$ cat src/rtl/cmd_pkg.sv
// ============================================================================
// Module   : cmd_pkg
// Purpose  : Definitions shared between the command-frame receiver and the
//            downstream command hub. It holds the opcode byte values, the
//            default frame length and the receiver state encoding.
// Revision : 1.0  initial release
// ============================================================================
`default_nettype none

package cmd_pkg;

    // One opcode byte followed by eight payload bytes.
    localparam int CMD_FRAME_BYTES = 9;

    localparam logic [7:0] OP_START       = 8'h01;
    localparam logic [7:0] OP_STOP        = 8'h02;
    localparam logic [7:0] OP_SET_RATE    = 8'h03;
    localparam logic [7:0] OP_SET_CFG     = 8'h04;
    localparam logic [7:0] OP_CLR_CNT     = 8'h05;
    localparam logic [7:0] OP_RD_STATUS   = 8'h06;
    localparam logic [7:0] OP_RD_CNT      = 8'h07;
    localparam logic [7:0] OP_RD_CFG      = 8'h09;
    localparam logic [7:0] OP_RD_VER      = 8'h0A;
    localparam logic [7:0] OP_RD_TRIG_CFG = 8'h0B;

    // Receiver state encoding.
    typedef logic [1:0] state_t;
    localparam state_t ST_IDLE    = 2'd0;
    localparam state_t ST_PAYLOAD = 2'd1;
    localparam state_t ST_ISSUE   = 2'd2;

    // 0x08 is intentionally absent: it is a reserved code.
    function automatic logic is_supported_op(input logic [7:0] b);
        case (b)
            OP_START, OP_STOP, OP_SET_RATE, OP_SET_CFG, OP_CLR_CNT,
            OP_RD_STATUS, OP_RD_CNT, OP_RD_CFG, OP_RD_VER,
            OP_RD_TRIG_CFG: return 1'b1;
            default:        return 1'b0;
        endcase
    endfunction

endpackage

`default_nettype wire

$ cat src/rtl/cmd_frame_rx_if.sv
// ============================================================================
// Module   : cmd_frame_rx_if
// Purpose  : Bundle between the UART receive FIFO, the frame receiver and the
//            command consumer.
//   rx_data / rx_data_present / rx_read : FIFO head byte, non-empty, pop
//   cmd_valid / cmd_ready               : command handshake
//   cmd_opcode / cmd_payload            : decoded command
//   err_opcode / err_timeout / busy     : status
//   modport master : the receiver (drives rx_read and the command side)
//   modport slave  : the environment (FIFO and consumer)
// Revision : 1.0  initial release
// ============================================================================
`default_nettype none

interface cmd_frame_rx_if;
    logic [7:0]  rx_data;
    logic        rx_data_present;
    logic        rx_read;
    logic        cmd_valid;
    logic        cmd_ready;
    logic [7:0]  cmd_opcode;
    logic [63:0] cmd_payload;
    logic        err_opcode;
    logic        err_timeout;
    logic        busy;

    modport master (
        input  rx_data, rx_data_present, cmd_ready,
        output rx_read, cmd_valid, cmd_opcode, cmd_payload,
               err_opcode, err_timeout, busy
    );

    modport slave (
        output rx_data, rx_data_present, cmd_ready,
        input  rx_read, cmd_valid, cmd_opcode, cmd_payload,
               err_opcode, err_timeout, busy
    );
endinterface

`default_nettype wire

$ cat src/rtl/cmd_byte_timer.sv
// ============================================================================
// Module   : cmd_byte_timer
// Purpose  : Inter-byte idle counter. It counts enabled cycles since the last
//            clear and flags the cycle that completes TIMEOUT_CYCLES idle
//            clocks.
//   clk, reset  : clock, synchronous active-high reset
//   clear       : restart the count (a pop happened, or outside PAYLOAD)
//   enable      : count this cycle
//   expired     : this cycle is the TIMEOUT_CYCLES-th idle cycle
// Revision : 1.0  initial release
// ============================================================================
`default_nettype none

module cmd_byte_timer #(
    parameter int TIMEOUT_CYCLES = 100000
) (
    input  wire logic clk,
    input  wire logic reset,
    input  wire logic clear,
    input  wire logic enable,
    output logic      expired
);
    localparam int          C_W     = $clog2(TIMEOUT_CYCLES + 1);
    localparam logic [C_W-1:0] C_LAST = C_W'(TIMEOUT_CYCLES - 1);

    logic [C_W-1:0] count_q, count_d;

    // Clear has priority, so a pop in the expiring cycle cancels the abort.
    assign expired = enable && !clear && (count_q == C_LAST);

    always_comb begin
        count_d = count_q;
        if (clear)
            count_d = '0;
        else if (enable && (count_q != C_LAST))
            count_d = count_q + 1'b1;
    end

    always_ff @(posedge clk) begin
        if (reset)
            count_q <= '0;
        else
            count_q <= count_d;
    end
endmodule

`default_nettype wire

$ cat src/rtl/cmd_frame_rx.sv
// ============================================================================
// Module   : cmd_frame_rx
// Purpose  : Assembles opcode + 8 payload bytes popped from a UART FIFO into
//            a command and holds it until the consumer accepts it.
//   clk, reset : clock, synchronous active-high reset
//   bus        : cmd_frame_rx_if.master (FIFO pop side, command side, status)
// Build option : define CMD_TIMEOUT_EN to abort partial frames after
//                TIMEOUT_CYCLES idle clocks between payload bytes.
// Revision : 1.0  initial release
// ============================================================================
`default_nettype none

module cmd_frame_rx
    import cmd_pkg::*;
#(
    parameter int TIMEOUT_CYCLES = 100000,
    parameter int FRAME_BYTES    = CMD_FRAME_BYTES
) (
    input  wire logic      clk,
    input  wire logic      reset,
    cmd_frame_rx_if.master bus
);
    // The payload port is fixed at 64 bits, so only a 9-byte frame fits.
    if (FRAME_BYTES != 9) begin : g_bad_frame_bytes
        $error("cmd_frame_rx: FRAME_BYTES must be 9");
    end
    if (TIMEOUT_CYCLES < 1) begin : g_bad_timeout
        $error("cmd_frame_rx: TIMEOUT_CYCLES must be at least 1");
    end

    localparam logic [2:0] C_LAST_IDX = 3'(FRAME_BYTES - 2);

    state_t      state_q, state_d;
    logic [2:0]  cnt_q, cnt_d;
    logic [7:0]  opcode_q, opcode_d;
    logic [63:0] payload_q, payload_d;
    logic        err_opcode_q, err_opcode_d;
    logic        err_timeout_q, err_timeout_d;
    logic        pop;
    logic        timeout_hit;

    // Pop whenever data is available outside ISSUE; reset suppresses it.
    assign pop = bus.rx_data_present && (state_q != ST_ISSUE) && !reset;

`ifdef CMD_TIMEOUT_EN
    cmd_byte_timer #(
        .TIMEOUT_CYCLES(TIMEOUT_CYCLES)
    ) u_byte_timer (
        .clk     (clk),
        .reset   (reset),
        .clear   (pop || (state_q != ST_PAYLOAD)),
        .enable  (state_q == ST_PAYLOAD),
        .expired (timeout_hit)
    );
`else
    assign timeout_hit = 1'b0;
`endif

    always_comb begin
        state_d       = state_q;
        cnt_d         = cnt_q;
        opcode_d      = opcode_q;
        payload_d     = payload_q;
        err_opcode_d  = 1'b0;
        err_timeout_d = 1'b0;
        case (state_q)
            ST_IDLE: begin
                if (pop) begin
                    if (is_supported_op(bus.rx_data)) begin
                        opcode_d  = bus.rx_data;
                        cnt_d     = 3'd0;
                        payload_d = '0;
                        state_d   = ST_PAYLOAD;
                    end else begin
                        err_opcode_d = 1'b1;
                    end
                end
            end
            ST_PAYLOAD: begin
                if (pop) begin
                    payload_d[{cnt_q, 3'b000} +: 8] = bus.rx_data;
                    if (cnt_q == C_LAST_IDX)
                        state_d = ST_ISSUE;
                    else
                        cnt_d = cnt_q + 3'd1;
                end else if (timeout_hit) begin
                    state_d       = ST_IDLE;
                    cnt_d         = 3'd0;
                    err_timeout_d = 1'b1;
                end
            end
            ST_ISSUE: begin
                if (bus.cmd_ready)
                    state_d = ST_IDLE;
            end
            default: state_d = ST_IDLE;
        endcase
    end

    always_ff @(posedge clk) begin
        if (reset) begin
            state_q       <= ST_IDLE;
            cnt_q         <= 3'd0;
            opcode_q      <= 8'h00;
            payload_q     <= '0;
            err_opcode_q  <= 1'b0;
            err_timeout_q <= 1'b0;
        end else begin
            state_q       <= state_d;
            cnt_q         <= cnt_d;
            opcode_q      <= opcode_d;
            payload_q     <= payload_d;
            err_opcode_q  <= err_opcode_d;
            err_timeout_q <= err_timeout_d;
        end
    end

    assign bus.rx_read     = pop;
    assign bus.cmd_valid   = (state_q == ST_ISSUE);
    assign bus.cmd_opcode  = opcode_q;
    assign bus.cmd_payload = payload_q;
    assign bus.err_opcode  = err_opcode_q;
    assign bus.err_timeout = err_timeout_q;
    assign bus.busy        = (state_q != ST_IDLE);
endmodule

`default_nettype wire

$ cat src/flat_wrapper.sv
// flat-port wrapper written by rule: the top's interface ports become plain ports
module cmd_frame_rx_flat import cmd_pkg::*;
#(
    parameter int TIMEOUT_CYCLES = 100000,
    parameter int FRAME_BYTES    = CMD_FRAME_BYTES
)
  (clk, reset, bus_rx_data, bus_rx_data_present, bus_cmd_ready, bus_rx_read, bus_cmd_valid, bus_cmd_opcode, bus_cmd_payload, bus_err_opcode, bus_err_timeout, bus_busy);
  cmd_frame_rx_if bus_i ();
  input  wire logic clk;
  input  wire logic reset;
  input wire logic [$bits(bus_i.rx_data)-1:0] bus_rx_data;
  input wire logic [$bits(bus_i.rx_data_present)-1:0] bus_rx_data_present;
  input wire logic [$bits(bus_i.cmd_ready)-1:0] bus_cmd_ready;
  output wire logic [$bits(bus_i.rx_read)-1:0] bus_rx_read;
  output wire logic [$bits(bus_i.cmd_valid)-1:0] bus_cmd_valid;
  output wire logic [$bits(bus_i.cmd_opcode)-1:0] bus_cmd_opcode;
  output wire logic [$bits(bus_i.cmd_payload)-1:0] bus_cmd_payload;
  output wire logic [$bits(bus_i.err_opcode)-1:0] bus_err_opcode;
  output wire logic [$bits(bus_i.err_timeout)-1:0] bus_err_timeout;
  output wire logic [$bits(bus_i.busy)-1:0] bus_busy;
  assign bus_i.rx_data = bus_rx_data;
  assign bus_i.rx_data_present = bus_rx_data_present;
  assign bus_i.cmd_ready = bus_cmd_ready;
  assign bus_rx_read = bus_i.rx_read;
  assign bus_cmd_valid = bus_i.cmd_valid;
  assign bus_cmd_opcode = bus_i.cmd_opcode;
  assign bus_cmd_payload = bus_i.cmd_payload;
  assign bus_err_opcode = bus_i.err_opcode;
  assign bus_err_timeout = bus_i.err_timeout;
  assign bus_busy = bus_i.busy;
  cmd_frame_rx #(.TIMEOUT_CYCLES(TIMEOUT_CYCLES), .FRAME_BYTES(FRAME_BYTES)) u_core (.clk(clk), .reset(reset), .bus(bus_i));
endmodule
$ cat config.mk
export PLATFORM = sky130hd
export DESIGN_NAME = cmd_frame_rx_flat
export DESIGN_NICKNAME = d
export VERILOG_FILES = /design/src/rtl/cmd_pkg.sv /design/src/rtl/cmd_frame_rx_if.sv /design/src/rtl/cmd_byte_timer.sv /design/src/rtl/cmd_frame_rx.sv /design/src/flat_wrapper.sv
export SDC_FILE = /design/constraint.sdc
export NUM_CORES = 1
export LEC_CHECK = 0
export BUFFER_PORTS_ARGS = -buffer_cell sky130_fd_sc_hd__buf_2
export CORE_MARGIN = 2
export CORE_UTILIZATION = 40
export CTS_BUF_LIST = sky130_fd_sc_hd__clkbuf_8
export DETAILED_ROUTE_END_ITERATION = 10
export GPL_TIMING_DRIVEN = 0
export PLACE_DENSITY = 0.6
export RECOVER_POWER = 50
export SKIP_CTS_REPAIR_TIMING = 1
export SKIP_LAST_GASP = 1
export SLEW_MARGIN = 20
export SYNTH_ARGS = -nofsm -noshare
export SYNTH_HDL_FRONTEND = slang
export SYNTH_HIERARCHICAL = 1
export SYNTH_SLANG_ARGS = --single-unit
$ cat constraint.sdc
create_clock -name clk -period 7.22 [get_ports clk]
set_clock_uncertainty 0.05 [all_clocks]
set_input_delay 0.722 -clock clk [delete_from_list [all_inputs] [get_ports clk]]
set_output_delay 0.722 -clock clk [all_outputs]
set_load 0.1 [all_outputs]
# --- Word-level counts from Yosys, hierarchy flattened ---
# Memory sizes are Yosys's and may differ from the RTL's.
# Cells that the tools add are included.
word_totals:
  inputBits: 12
  mem_bits_ro: 16
  elab_cells: 54
  reg_bits: 78
  mem_count: 1
memory_table:
  columns: ["memory", "depth", "width", "rd", "rd_clocked_by_memory_dff", "wr", "line", "rtl"]
  rows:
  - ["(no name shown)", 16, 1, 1, 0, 0, "cmd_pkg.sv:34", "case (b)"]
classes:
  add_sub_neg: 2
  n_eq_ne: 10
  bitwise_logic: 2
  n_reduce_logical: 12
  shifts: 2
  muxes: 20
op_table:
  columns: ["op", "count"]
  rows:
  - ["$mux 64", 3]
  - ["$pmux 64 s2", 1]
  - ["$bwmux 64", 1]
  - ["$shift 8x8->64 const A", 1]
  - ["$shiftx 8x8->64", 1]
  - ["$mux 3", 4]
  - ["$mux 2", 5]
  - ["$ne 2x2->1 const B", 5]
  - ["$reduce_and 5->1", 2]
  - ["$neg 6->8", 1]
  - ["$pmux 2 s3", 1]
  - ["$pmux 3 s2", 1]
  - ["$logic_not 4->1", 1]
  - ["$mux 1", 4]
  - ["$ne 2x1->1 const B", 2]
  - ["$reduce_and 4->1", 1]
  - ["$reduce_bool 2->1", 2]
  - ["$add 3x1->3 const B", 1]
  - ["$eq 3x3->1 const B", 1]
  - ["$reduce_and 3->1", 1]
  - ["$reduce_or 3->1", 1]
  - ["$eq 2x1->1 const B", 1]
  - ["$eq 2x2->1 const B", 1]
  - ["$logic_and 1x1->1", 2]
  - ["3 further kinds", 4]

# --- Depth between registers and ports, before layout ---
# Gate-level depths: netlist (run 1).
depth:
  depth_word: 8
  depth_mapped: 10
  ltp_nobuf: 7

# --- Least setup slack after synthesis (run 1) ---
# Ideal clock, no wire load.
synth_timing:
  kind: "register -> output"
  from: "register u_core.state_q[1]"
  to: "output port bus_rx_read"
  n_path_buf: 0
  arrival_ns: 2.815
  stages_incl_launch_ff: 3
  slack_ns: 3.633
  t_required_ns: 6.448
  path_cell_list: "dfxtp_1 nor2b_1 nor2_1"
synth_between:
  elab_chain_len: 3
synth_lines:
  columns: ["item", "line", "rtl"]
  rows:
  - ["start: declaration", "cmd_frame_rx.sv:33", "state_t state_q, state_d;"]
  - ["start signal: assignment", "cmd_frame_rx.sv:109", "state_q <= state_d;"]
  - ["$ne 2x2->1", "cmd_frame_rx.sv:43", "assign pop = bus.rx_data_present && (state_q != ST_ISSUE) && !reset;"]
  - ["$logic_and 1x1->1 (2 in a row)", "cmd_frame_rx.sv:43", null]
  - ["end: declaration", "flat_wrapper.sv:14", "output wire logic [$bits(bus_i.rx_read)-1:0] bus_rx_read;"]
# No other way between the ends.

# --- Final worst setup path (run 1) ---
layout_timing:
  from: "register u_core.cnt_q[0]"
  to: "register u_core.payload_q[37] (netlist: u_core/bus.cmd_payload[37])"
layout_between:
  elab_chain_len: 5
layout_lines:
  columns: ["item", "line", "rtl"]
  rows:
  - ["start: declaration", "cmd_frame_rx.sv:34", "logic [2:0] cnt_q, cnt_d;"]
  - ["start signal: assignment", "cmd_frame_rx.sv:110", "cnt_q <= cnt_d;"]
  - ["$neg 6->8 (*)", "cmd_frame_rx.sv:81", "payload_d[{cnt_q, 3'b000} +: 8] = bus.rx_data;"]
  - ["$shiftx 8x8->64 / $shift 8x8->64 (equally long branches)", "cmd_frame_rx.sv:81", null]
  - ["$bwmux 64 (*)", "cmd_frame_rx.sv:81", null]
  - ["$mux 64 (*)", "cmd_frame_rx.sv:80", "if (pop) begin"]
  - ["$pmux 64 s2 (*)", "cmd_frame_rx.sv:66", "case (state_q)"]
  - ["end signal: assignment", "cmd_frame_rx.sv:112", "payload_q <= payload_d;"]
  - ["end: declaration", "cmd_frame_rx.sv:36", "logic [63:0] payload_q, payload_d;"]
# Every way passes the cells marked *; elsewhere a longest branch is shown, timed or not. The select of a mux whose other input is x is not followed.
# A chain may end at the register's enable or synchronous reset.

==> impl_metrics.tcl, run 1 <==
set metrics [dict create \
    synthDominantCellAreaShare_pct 45.6 \
    drc 0 \
    h-tree-depth 3 \
    required_ps 7450 \
    synth_warnings 6 \
    track_usage_pct 20.4 \
    ir_worst_vdd_mv 0.0845 \
    finalSetupTns_ps 0 \
    cp_data_arrival_time_ps 3060 \
    cts.path.max_buffers 2 \
    p_per_area_nw_per_um2 201 \
    fmax_ghz 0.353 \
    drtAntennaViolNets 0 \
    slew_headroom_pct 21.0 \
    ys_ff_latch 78 \
    cts_tree "done" \
    antenna_found_initial 0 \
    clock-root-buffer "clkbuf_8" \
    path_max_fanout 10 \
    crit_start "u_core/cnt_q[0]$_SDFFE_PP0P_" \
    placementRows 33 \
    tightest_slew_ps 1190 \
    synth_top_area_cell "dfxtp_1" \
    antenna_cells 0 \
    cp-start-kind "flop" \
    drtIter0Drc 167 \
    clkSinkCount 78 \
    layout_commonest_cell "clkbuf_1" \
    drv_cap 0 \
    outcome "finished clean" \
    endpoint_kind "flop" \
    route.vias.total 2979 \
    clk_pin_slew_worst_paths_ps 80 \
    rr_startpoint "u_core/cnt_q[0]$_SDFFE_PP0P_" \
    cts-buffers-inserted 9 \
    die_h_um 96.5 \
    dp_slack_ps 4410 \
    layout.nets 456 \
    routabilityCongestion 0.879 \
    synth_edf_count 0 \
    slew_viol_final 0 \
    min_period_over_period_pct 39.3 \
    cp-endpoint "u_core/bus.cmd_payload[37]$_SDFFE_PP0P_" \
    hold_violations 0 \
    async_flop_share_pct 0 \
    fillers 829 \
    boundaryPins 89 \
    rrSetupSlack_ps 4380 \
    wl_mm 9.19 \
    r2r_cells 10 \
    synth_seq_area_share_pct 45.6 \
    first_global_vias 2795 \
    finalPower_w 0.000820 \
    fin_ws_ps 4380 \
    wl_per_cell_um 16.8 \
    die_x_um 96.5 \
    synthFlopType "dfxtp_1" \
    worstHoldPathType "reg -> reg" \
    synth.distinct_cells 50 \
    leakagePower_nw 1.36 \
    setup_viol 0 \
    synth_nets 366 \
    gr-total-overflow 0 \
    layout_common_cells "clkbuf_1, dfxtp_1, inv_1" \
    grt_max_degree 15 \
    io_buffers 79 \
    netlist_area_um2 3420 \
    synthCells 347 \
    rsz0062_at_grt "false" \
    ys_top_cells_by_area "dfxtp_1, a22o_1, o32ai_1, o31ai_1, nand2b_1" \
    drive_gt1_share_pct 13.8 \
    firstDrtPassIters 4 \
    clock_latency_ps 340 \
    grt_pass1_wl_mm 14.4 \
    period_minus_slack_ps 2840 \
    coreArea_um2 8260 \
    area_delta_synth_final_pct 19.2 \
    avgSynthCellArea_um2 9.87 \
    worstSetupPathType "reg -> reg" \
    viasPerCell 5.45 \
    timing.rr.end "u_core/bus.cmd_payload[37]$_SDFFE_PP0P_" \
    dp_hpwl_mm 6.32 \
    fp.dieArea_um2 9310 \
    start_util_pct 41.5 \
]
-- metal layers --
metal	global-route usage, %	routed length (um)
met1	27.8	4380
met2	33.0	4210
met3	3.10	503
met4	7.28	93
met5	0	0
-- area by class of cell --
class / instances / area (um2) / area share [%]
plain buffers: 28 / 216 / 5.31
clock buffers: 10 / 138 / 3.37
clock inverters: 6 / 68.8 / 1.69
inverters: 25 / 93.8 / 2.30
multi-input cells: 216 / 1570 / 38.4
flip-flops and latches: 78 / 1560 / 38.3
well taps: 105 / 131 / 3.22
repair buffers: 79 / 304 / 7.45
-- state kept, by name, indices dropped and copies added, names as in the netlist --
signal and count:
u_core/cnt_q 3, u_core/bus.cmd_opcode 8, u_core/bus.cmd_payload 64, u_core/bus.err_opcode 1
u_core/state_q 2
-- kinds of logic (layout without fill, tap and decap cells) --
family | after synthesis | in the layout | synth area share, %
AO/OA/AOI/OAI | 104 | 104 | 22.8
adder cells (fa/ha/maj) | 7 | 7 | 2.56
buffers and inverters | 53 | 148 | 9.17
flip-flops | 78 | 78 | 45.6
multiplexers | 5 | 5 | 1.61
other | 1 | 1 | 0.110
AND/OR/NAND/NOR | 99 | 99 | 18.1
-- worst min path at each step --
stage	from	to	slack [ps]	cells past startpoint
final	u_core/bus.cmd_opcode[5]$_SDFFE_PP0P_	u_core/bus.cmd_opcode[5]$_SDFFE_PP0P_	420	1
after global placement	u_core/bus.cmd_opcode[6]$_SDFFE_PP0P_	u_core/bus.cmd_opcode[6]$_SDFFE_PP0P_	390	1
after global routing	u_core/bus.cmd_opcode[5]$_SDFFE_PP0P_	u_core/bus.cmd_opcode[5]$_SDFFE_PP0P_	430	1
after detailed placement	u_core/bus.cmd_opcode[5]$_SDFFE_PP0P_	u_core/bus.cmd_opcode[5]$_SDFFE_PP0P_	390	1
after CTS	u_core/bus.cmd_opcode[5]$_SDFFE_PP0P_	u_core/bus.cmd_opcode[5]$_SDFFE_PP0P_	420	1
after floorplan	u_core/state_q[1]$_SDFFE_PP0P_	u_core/state_q[0]$_SDFFE_PP0P_	440	1
-- stage by stage --
step | hold slack (ps) | cell area (um2) | utilization [%] | cells
final | 416 | 4080 | 49.4 | 547
after CTS | 416 | 4170 | 50.5 | 547
after global placement | 387 | 3950 | 47.8 | 531
after detailed placement | 389 | 3960 | 48.0 | 531
after global routing | 435 | 4080 | 49.4 | 547
after floorplan | 441 | 3420 | - | 347
-- synth_stat cells, types with 3 or more instances --
cell	count
clkbuf_1	5
nand2b_1	19
o31ai_1	18
inv_1	25
or2_2	3
buf_6	7
dfxtp_1	78
nand4_1	8
mux2_2	4
a21oi_1	22
or4_1	7
a31oi_2	3
o32ai_1	16
nand2_1	21
o21ai_0	12
a22o_1	24
and2_1	4
nor4_1	5
clkbuf_8	3
ha_1	7
buf_4	3
nand4b_1	3
buf_1	4
nor2_1	5
nand3_1	3
nor2b_1	7
nor3_1	4
-- worst max-delay path: stages, from the launching register on --
cell	delay, ps
dfxtp_1	380
buf_6	160
inv_1	80
ha_1	230
ha_1	290
clkbuf_8	160
nor4b_4	450
a21oi_2	180
buf_6	170
or4_1	470
a21oi_1	150
-- where the power goes --
| part | total (W) | internal (W) | leakage (nW) | switching, W |
|---|---|---|---|---|
| Combinational | 0.0000563 | 0.0000136 | 0.640 | 0.0000426 |
| Clock | 0.000333 | 0.000170 | 0.0912 | 0.000163 |
| Sequential | 0.000431 | 0.000431 | 0.628 | 0.000000336 |
| Total | 0.000820 | 0.000614 | 1.36 | 0.000206 |
No activity file was read; power rests on OpenSTA's default activity.
==> run 2, diff against run 1 <==
==> constraint.sdc (replaced) <==
create_clock -name clk -period 2.96 [get_ports clk]
set_clock_uncertainty 0.05 [all_clocks]
set_input_delay 0.296 -clock clk [delete_from_list [all_inputs] [get_ports clk]]
set_output_delay 0.296 -clock clk [all_outputs]
set_load 0.1 [all_outputs]
==> impl_metrics.tcl, run 2 (synthesis gave the netlist of run 1 again) <==
set metrics [dict create \
    coreArea_um2 8260 \
    finalSetupTns_ps 0 \
    clock-root-buffer "clkbuf_8" \
    outcome "finished clean" \
    first_global_vias 2784 \
    timing.rr.end "u_core/bus.cmd_payload[37]$_SDFFE_PP0P_" \
    layout.nets 457 \
    ff_latch_area_um2 1560 \
    setup_viol 0 \
    endpoint_kind "flop" \
    use_met3_pct 3.65 \
    drtIter0Drc 133 \
    die_h_um 96.5 \
    rr_startpoint "u_core/cnt_q[0]$_SDFFE_PP0P_" \
    busiest_layer "met2" \
    dpl_cell_area_um2 3970 \
    antenna_found_initial 0 \
    drtAntennaViolNets 0 \
    finalPower_w 0.00209 \
    drc 0 \
    cts.path.max_buffers 2 \
    critPathMaxStageDelay_ps 470 \
    slew_headroom_pct 20.9 \
    layout_common_cells "clkbuf_1, dfxtp_1, inv_1" \
    track_usage_pct 20.3 \
    ir_worst_vdd_mv 0.235 \
    leakagePower_nw 1.39 \
    multi_input_area_um2 1570 \
    holdPathStages 3 \
    period_minus_slack_ps 2670 \
    layout_commonest_cell "clkbuf_1" \
    rrSetupSlack_ps 290 \
    crit_path_top_delay_cell "or4_1" \
    cp-start-kind "flop" \
    fin_ws_ps 292 \
    hold_violations 0 \
    worstHoldPathType "in -> reg" \
    r2r_cells 10 \
    cts_tree "done" \
    area_delta_synth_final_pct 20.3 \
    cts-buffers-inserted 9 \
    worstSetupPathType "reg -> reg" \
    gr-total-overflow 0 \
    placementRows 33 \
    fmax_ghz 0.375 \
    min_period_over_period_pct 90.1 \
    dp_slack_ps 132 \
    slew_viol_final 0 \
    final_cell_area_um2 4120 \
    viasPerCell 5.44 \
    tightest_slew_ps 1190 \
    crit_start "u_core/cnt_q[0]$_SDFFE_PP0P_" \
    route.vias.total 2980 \
    drv_cap 0 \
    path_max_fanout 10 \
    start_util_pct 41.5 \
    cp_data_arrival_time_ps 2900 \
    boundaryPins 89 \
    cp-endpoint "u_core/bus.cmd_payload[37]$_SDFFE_PP0P_" \
    final_core_util_pct 49.9 \
    clock_latency_ps 350 \
    routabilityCongestion 0.862 \
    crit_chain "buf_6 -> inv_1 -> ha_1 -> ha_1 -> clkbuf_8 -> nor4b_4 -> a21oi_2 -> buf_6 -> or4_1 -> a21oi_1" \
    grt_pass1_wl_mm 14.2 \
    grt_max_degree 15 \
    h-tree-depth 3 \
    antenna_cells 0 \
    fp.dieArea_um2 9310 \
    fillers 834 \
    met1_usage_pct 26.9 \
    wl_mm 9.28 \
    required_ps 3190 \
    die_x_um 96.5 \
    dp_hpwl_mm 6.40 \
    wl_per_cell_um 16.9 \
    io_buffers 79 \
    clkSinkCount 78 \
    firstDrtPassIters 4 \
    rsz0062_at_grt "false" \
    met2_usage_pct 33.2 \
    p_per_area_nw_per_um2 508 \
    drive_gt1_share_pct 14.4 \
    clk_pin_slew_worst_paths_ps 80 \
    largest_register_ffs 64 \
]
[run 2: cell types whose count changed in the layout (fill, tap and decap cells not counted)]
| cell | before | now |
|---|---|---|
| buf_4 | 2 | 4 |
| bufinv_16 | 1 | 2 |
| clkbuf_1 | 80 | 79 |
| clkinvlp_4 | 4 | 1 |
| clkinv_4 | 0 | 2 |
| and2_0 | 0 | 1 |
| and2_1 | 4 | 3 |
| nor2b_1 | 7 | 6 |
| nor2b_2 | 0 | 1 |
[run 2: how the worst min path moves through the flow]
stage / start / to / slack [ps]
floorplan: bus_rx_data[7] / u_core/bus.cmd_payload[23]$_SDFFE_PP0P_ / 350
global placement: u_core/bus.cmd_opcode[7]$_SDFFE_PP0P_ / u_core/bus.cmd_opcode[7]$_SDFFE_PP0P_ / 390
detailed placement: u_core/bus.cmd_opcode[7]$_SDFFE_PP0P_ / u_core/bus.cmd_opcode[7]$_SDFFE_PP0P_ / 390
CTS: bus_rx_data[4] / u_core/bus.cmd_payload[12]$_SDFFE_PP0P_ / 170
global route: bus_rx_data[4] / u_core/bus.cmd_payload[52]$_SDFFE_PP0P_ / 190
finish: bus_rx_data[4] / u_core/bus.cmd_payload[20]$_SDFFE_PP0P_ / 190
[run 2: routing by layer]
metal | wire, um | vias to the layer above
li1 | - | 1455
met1 | 4220 | 1426
met2 | 4390 | 91
met3 | 577 | 8
met4 | 93 | 0
met5 | 0 | -
[run 2: critical path, delay by kind of cell, from the launching register on]
kind,cells,cell delay [ps]
simple gates,2,780
fa+ha+maj,2,520
buf+inv,4,550
compound gates,2,310
flops,1,390
[run 2: final cells by class]
type / instances / area share [%]
Inverter: 25 / 2.28
Multi-Input combinational cell: 216 / 38.1
Buffer: 28 / 5.35
Clock inverter: 6 / 2.28
Timing Repair Buffer: 80 / 7.56
Sequential cell: 78 / 37.9
Clock buffer: 10 / 3.34
Tap cell: 105 / 3.19
[run 2: stage by stage]
step           hold slack [ps]  instances
3_3_place_gp               387        531
3_5_place_dp               390        531
4_1_cts                    174        547
5_1_grt                    190        548
6_report                   193        548
2_1_floorplan              355        347
[run 2: report_power, final]
part	leakage [nW]	internal [W]	switching, W	total [W]
sequential	0.628	0.00105	0.000000773	0.00105
clock	0.113	0.000504	0.000403	0.000907
combinational	0.648	0.0000335	0.000103	0.000136
==> run 3, diff against run 2 <==
--- a/config.mk
+++ b/config.mk
@@ -12,7 +12,6 @@
 export DETAILED_ROUTE_END_ITERATION = 10
 export GPL_TIMING_DRIVEN = 0
 export PLACE_DENSITY = 0.6
-export RECOVER_POWER = 50
 export SKIP_CTS_REPAIR_TIMING = 1
 export SKIP_LAST_GASP = 1
 export SLEW_MARGIN = 20
==> constraint.sdc (replaced) <==
create_clock -name clk -period 2.96 [get_ports clk]
set_clock_uncertainty 0.05 [all_clocks]
set_input_delay 0.296 -clock clk [delete_from_list [all_inputs] [get_ports clk]]
set_output_delay 0.296 -clock clk [all_outputs]
set_load 0.005 [all_outputs]
==> impl_metrics.tcl, run 3 (synthesis gave the netlist of run 1 again) <==
set metrics [dict create \
    largest_register_ffs 64 \
    h-tree-depth 3 \
    route.vias.total 2980 \
    wl_per_cell_um 16.7 \
    hold_slack_ps 197 \
    worstHoldPathType "in -> reg" \
    placementRows 33 \
    cts_tree "done" \
    tightest_slew_ps 789 \
    area_delta_synth_final_pct 22.2 \
    pwr-share-comb_pct 5.7 \
    switchingPower_w 0.000480 \
    io_buffers 79 \
    internal-power_w 0.00150 \
    clkSinkCount 78 \
    slew_headroom_pct 47.2 \
    start_util_pct 41.5 \
    drtAntennaViolNets 0 \
    layout.nets 457 \
    min_period_over_period_pct 88.6 \
    drive_gt1_share_pct 30.7 \
    finalPower_w 0.00198 \
    required_ps 3190 \
    die_h_um 96.5 \
    met1_length_mm 4.25 \
    ir_worst_vdd_mv 0.205 \
    cp_data_arrival_time_ps 2860 \
    viasPerCell 5.44 \
    routabilityCongestion 0.879 \
    gr-total-overflow 0 \
    wl_mm 9.13 \
    worstSetupPathType "reg -> reg" \
    clock_latency_ps 340 \
    fmax_ghz 0.381 \
    grt_max_degree 15 \
    leakagePower_nw 1.69 \
    cp-start-kind "flop" \
    coreArea_um2 8260 \
    die_x_um 96.5 \
    clock-root-buffer "clkbuf_8" \
    clk_pin_slew_worst_paths_ps 80 \
    slew_viol_final 0 \
    firstDrtPassIters 7 \
    setup_viol 0 \
    layout_common_cells "buf_2, dfxtp_1, inv_1" \
    path_max_fanout 10 \
    layout_commonest_cell "buf_2" \
    first_global_vias 2795 \
    drtIter0Drc 189 \
    fillers 809 \
    drc 0 \
    antenna_cells 0 \
    dp_hpwl_mm 6.32 \
    seq_power_share_pct 53.1 \
    outcome "finished clean" \
    met3WireLength_um 536 \
    dp_slack_ps 153 \
    hold_violations 0 \
    highest_layer "met4" \
    dr_wl_met2_mm 4.22 \
    antenna_found_initial 0 \
    cts-buffers-inserted 9 \
    p_per_area_nw_per_um2 473 \
    finalSetupTns_ps 0 \
    fin_ws_ps 336 \
    fp.dieArea_um2 9310 \
    period_minus_slack_ps 2620 \
    grt_pass1_wl_mm 14.4 \
    drv_cap 0 \
    endpoint_kind "flop" \
    cts.path.max_buffers 2 \
    p_clk_share_pct 41.2 \
    track_usage_pct 20.4 \
    rsz0062_at_grt "false" \
    switching_share_pct 24.3 \
    boundaryPins 89 \
]
[run 3: cell count changes in the layout (fill, tap and decap cells not counted), sizes merged]
| cell | before | now |
|---|---|---|
| buf | 23 | 97 |
| bufinv | 2 | 1 |
| clkinvlp | 1 | 4 |
| clkinv | 2 | 0 |
| clkbuf | 94 | 20 |
[run 3: per-stage QoR]
| stage | utilization, % | std cells | area (um2) |
|---|---|---|---|
| floorplan | - | 347 | 3420 |
| detailed placement | 48.0 | 531 | 3960 |
| global placement | 47.8 | 531 | 3950 |
| finish | 50.7 | 548 | 4180 |
| CTS | 50.5 | 547 | 4170 |
| global route | 50.7 | 548 | 4180 |
[run 3: worst max-delay path, cell delays in order, from the launching register on]
cell and delay, ps:
dfxtp_1 380, buf_6 160, inv_1 80, ha_1 230
ha_1 290, clkbuf_8 160, nor4b_4 280, a21oi_2 150
buf_6 160, or4_1 470, a21oi_1 150
[run 3: area by class of cell]
| cell class | instances | area (um2) | area share (%) |
|---|---|---|---|
| clock buffers | 10 | 138 | 3.29 |
| well taps | 105 | 131 | 3.14 |
| plain buffers | 28 | 220 | 5.26 |
| multi-input cells | 216 | 1570 | 37.5 |
| flip-flops and latches | 78 | 1560 | 37.3 |
| repair buffers | 80 | 403 | 9.63 |
| inverters | 25 | 93.8 | 2.24 |
| clock inverters | 6 | 68.8 | 1.65 |
[run 3: routing by layer]
metal / GRT usage, % / vias up
li1: - / 1460
met1: 27.8 / 1419
met2: 33.0 / 90
met3: 3.10 / 11
met4: 7.28 / 0
met5: 0 / -
[run 3: final timing paths]
kind                            slack [ps]                                   from                                 endpoint  depth (start not counted)
worst max-delay path                   340           u_core/cnt_q[0]$_SDFFE_PP0P_  u_core/bus.cmd_payload[38]$_SDFFE_PP0P_                         10
worst min-delay path                   200                          bus_cmd_ready           u_core/state_q[1]$_SDFFE_PP0P_                          4
worst max register to register         340           u_core/cnt_q[0]$_SDFFE_PP0P_  u_core/bus.cmd_payload[38]$_SDFFE_PP0P_                         10
worst min register to register         410  u_core/bus.cmd_opcode[5]$_SDFFE_PP0P_    u_core/bus.cmd_opcode[5]$_SDFFE_PP0P_                          1
[run 3: power groups by stage]
stage,Sequential (W),Combinational [W],Clock [W]
detailed placement,0.00108,0.000113,0
global placement,0.00108,0.000112,0
floorplan,0.00108,0.0000735,0
CTS,0.00105,0.000113,0.000834
global route,0.00105,0.000122,0.000876
finish,0.00105,0.000113,0.000815
